## src/rtl/gnrl_fifo.sv

```systemverilog
// Synchronous valid/ready FIFO with wrap-bit pointers.
// Storage flops are not reset; only the pointers carry reset and flush.
module gnrl_fifo #(
  parameter int DATA_WIDTH = 32,
  parameter int DEPTH      = 4
) (
  input  logic                       clk,
  input  logic                       rst,
  input  logic                       flush,
  input  logic                       i_vld,
  output logic                       i_rdy,
  input  logic [DATA_WIDTH-1:0]      i_dat,
  output logic                       o_vld,
  input  logic                       o_rdy,
  output logic [DATA_WIDTH-1:0]      o_dat,
  output logic [$clog2(DEPTH):0]     count,
  output logic                       full,
  output logic                       empty
);

  localparam int AW = $clog2(DEPTH);
  localparam logic [AW:0] PTR_ONE = {{AW{1'b0}}, 1'b1};

  logic [AW:0]           wptr;
  logic [AW:0]           rptr;
  logic [DATA_WIDTH-1:0] mem [DEPTH];
  logic                  push;
  logic                  pop;

  // Handshake outputs depend only on the registered pointers.
  assign empty = (wptr == rptr);
  assign full  = (wptr[AW-1:0] == rptr[AW-1:0]) && (wptr[AW] != rptr[AW]);
  assign count = wptr - rptr;
  assign i_rdy = !full;
  assign o_vld = !empty;
  assign o_dat = mem[rptr[AW-1:0]];

  assign push = i_vld & i_rdy;
  assign pop  = o_vld & o_rdy;

  always_ff @(posedge clk) begin
    if (rst) begin
      wptr <= '0;
      rptr <= '0;
    end else if (flush) begin
      wptr <= '0;
      rptr <= '0;
    end else begin
      if (push) wptr <= wptr + PTR_ONE;
      if (pop)  rptr <= rptr + PTR_ONE;
    end
  end

  always_ff @(posedge clk) begin
    if (push && !rst && !flush) mem[wptr[AW-1:0]] <= i_dat;
  end

endmodule

```

## config.mk

```make
export PLATFORM = sky130hd
export DESIGN_NAME = gnrl_fifo
export DESIGN_NICKNAME = d
export VERILOG_FILES = /design/src/rtl/gnrl_fifo.sv
export SDC_FILE = /design/constraint.sdc
export NUM_CORES = 1
export LEC_CHECK = 0
export ABC_AREA = 0
export CAP_MARGIN = 20
export CORE_UTILIZATION = 38
export CTS_BUF_LIST = sky130_fd_sc_hd__clkbuf_16
export DETAILED_ROUTE_END_ITERATION = 10
export MAX_ROUTING_LAYER = met4
export SYNTH_ARGS = -nofsm -noshare
export SYNTH_HDL_FRONTEND = slang
export SYNTH_SLANG_ARGS = --single-unit
```

## constraint.sdc

```tcl
create_clock -name clk -period 2.9 [get_ports clk]
set_input_delay 0.58 -clock clk [delete_from_list [all_inputs] [get_ports clk]]
set_output_delay 0.58 -clock clk [all_outputs]
set_load 0.1 [all_outputs]
```

==> flow_metrics.tcl <==
set metrics [dict create \
    status "complete, no violations" \
    grt_usage 0.146 \
    drc 0 \
    hold_buffers 0 \
    fin_crit_sh 0.925 \
    max_freq_mhz 373 \
    finalSetupViolCount 0 \
    synthArstFlopShare 0 \
    holdCritPathClass "reg -> reg" \
    wl_per_cell_um 17.8 \
    ant_nets 0 \
    synth_xor_area_frac 0.00508 \
    ir_worst_vdd_v 0.000415 \
    fillers 1060 \
    hold_viol 0 \
    hpwl_um 5830 \
    met3_usage 0.0386 \
    grt_pass1_vias 2766 \
    synth.most_common_cell "edfxtp_1" \
    synthSimpleGateAreaFrac 0.0203 \
    yosysWarnings 0 \
    place.gp.congestion 0.758 \
    power_density_mw_per_mm2 631 \
    syn_area_per_cell_um2 22.5 \
    post_cts_buffers 0 \
    wl_um 9130 \
    cts_root_buffer "clkbuf_16" \
    synth_compound_area_frac 0.00919 \
    dieArea_mm2 0.0141 \
    ys_top_cells_by_area "edfxtp_1, mux4_2, dfxtp_1" \
    clk-insertion-delay-late_ns 0.40 \
    drtPass1Iterations 4 \
    met1_usage 0.185 \
    insertedDiodeCount 0 \
    die_height_um 119 \
    clock_path_buffers 2 \
    yosysTopAreaCell "edfxtp_1" \
    worstRegToRegCells 6 \
    cts_tree "built" \
    utilization 0.539 \
    yosys.area.top_type_share 0.743 \
    grt_busiest_layer "met2" \
    finalPower_mw 4.50 \
    grt_pass1_wl_um 14700 \
    worst_hold_slack_ns 0.506 \
    drv_slew 0 \
    critical_path_required_ns 2.32 \
    final_net_count 370 \
    cap_viol_max_count 0 \
    rows 42 \
    final_cell_area_mm2 0.00714 \
    overflow 0 \
    start_util 0.390 \
    ys_seq_elements 136 \
    grt_setup_unrepaired "no" \
    dr_total_vias 2498 \
    r2r_start "wptr[0]" \
    syn_area_mm2 0.00517 \
    leakage_nw 2.38 \
    io-pin-count 76 \
    muxShareOfSynthArea 0.149 \
    arrival_ns 2.10 \
    cts_max_level 4 \
    synth-main-ff-cell "edfxtp_1" \
    relSlewSlack 0.705 \
    tightest_slew_ns 0.442 \
    crit_type "reg -> out" \
    seq_area_frac_synth 0.774 \
    synthesis.nets 275 \
    viasPerCell 4.86 \
    crit_start "wptr[0]" \
    drive_gt1_frac 0.361 \
    start_kind "flip-flop" \
    drt_iter0_markers 166 \
    path_clk_slew_ns 0.06 \
    core_area_mm2 0.0132 \
    placed_cell_area_mm2 0.00660 \
    skew_ns 0.00799 \
    reg2reg_to "mem[1][8]" \
    syn_inst 230 \
    grt.met2_usage 0.229 \
    clock_sinks 136 \
    syn_to_final_growth_pct 38.1 \
    grt_max_degree 33 \
    finalCriticalPeriod_ns 2.68 \
    yosys.area_share.adder 0.0208 \
    synth_common_cells "edfxtp_1, mux4_2, inv_1" \
    rrSetupSlack_ns 0.52 \
    synth_cell_type_count 21 \
    die-width_um 119 \
    synth-edff-count 128 \
    cp_max_fo 6 \
    synth_top_family_by_area "multiplexers" \
    numCtsBuffers 17 \
    post_cts_resized 0 \
    antenna_found_initial 0 \
    io_buffer_count 75 \
    end_kind "output port" \
    cp-endpoint "empty" \
]
sequential cells by signal, indices dropped and copies added, names as in the netlist, named ones only:
name,cells
mem,128
rptr,3
wptr,3
power by group:
| part | internal (mW) | switching, mW | total [mW] | leakage, nW |
|---|---|---|---|---|
| registers | 2.17 | 0.00692 | 2.17 | 1.22 |
| logic | 0.156 | 0.244 | 0.400 | 0.912 |
| clock network | 1.11 | 0.824 | 1.93 | 0.250 |
| total | 3.43 | 1.07 | 4.50 | 2.38 |
routing by layer:
layer / vias up / wire length (µm)
li1: 1134 / -
met2: 75 / 4410
met5: - / 0
met4: 0 / 90
met1: 1280 / 4210
met3: 9 / 419
critical path: stages, from the launching register on:
cell and delay [ns]:
dfxtp_1 0.38, inv_1 0.11, ha_1 0.30, and2_0 0.35, nand2_1 0.22, clkinvlp_4 0.16, buf_12 0.17
how the worst min path moves through the flow:
stage | from | endpoint | cells past startpoint
4_1_cts | wptr[0] | wptr[0] | 2
5_1_grt | wptr[0] | wptr[0] | 2
3_5_place_dp | wptr[0] | wptr[0] | 2
2_1_floorplan | wptr[0] | wptr[0] | 2
3_3_place_gp | wptr[0] | wptr[0] | 2
6_report | wptr[0] | wptr[0] | 2
per-stage QoR:
step / std cells / setup slack (ns) / TNS [ns]
4_1_cts: 514 / 0.195 / 0
6_report: 514 / 0.217 / 0
5_1_grt: 514 / 0.0777 / 0
2_1_floorplan: 230 / -0.230 / -0.574
3_5_place_dp: 482 / 0.536 / 0
3_3_place_gp: 482 / 0.549 / 0
layout make-up:
class | count | area (µm²) | share of cell area
multi-input cells | 74 | 1070 | 0.150
flip-flops and latches | 136 | 4010 | 0.561
inverters | 11 | 48.8 | 0.00683
well taps | 176 | 220 | 0.0308
repair buffers | 85 | 1250 | 0.176
clock inverters | 15 | 118 | 0.0165
clock buffers | 17 | 425 | 0.0596
kinds of logic after synthesis:
group,after synthesis
flops,136
mux,37
buf+inv,20
simple gates,20
fa+ha+maj,8
compound gates,6
xor+xnor,3
placed cells by master, fill, tap and decap left out, types with 2 or more instances in the layout:
| cell | n |
|---|---|
| edfxtp_1 | 128 |
| buf_12 | 42 |
| clkdlybuf4s50_1 | 36 |
| mux4_2 | 32 |
| clkbuf_16 | 17 |
| inv_1 | 9 |
| nand2_1 | 9 |
| clkinvlp_4 | 7 |
| ha_1 | 7 |
| buf_4 | 7 |
| dfxtp_1 | 6 |
| mux2i_1 | 5 |
| inv_6 | 5 |
| and3_2 | 4 |
| o211ai_1 | 4 |
| a21oi_2 | 2 |
| nand4b_1 | 2 |
| nand4_1 | 2 |
| dfxtp_2 | 2 |
| clkinv_4 | 2 |
| clkinv_1 | 2 |
Note: power is estimated with default switching activity, not from simulation.
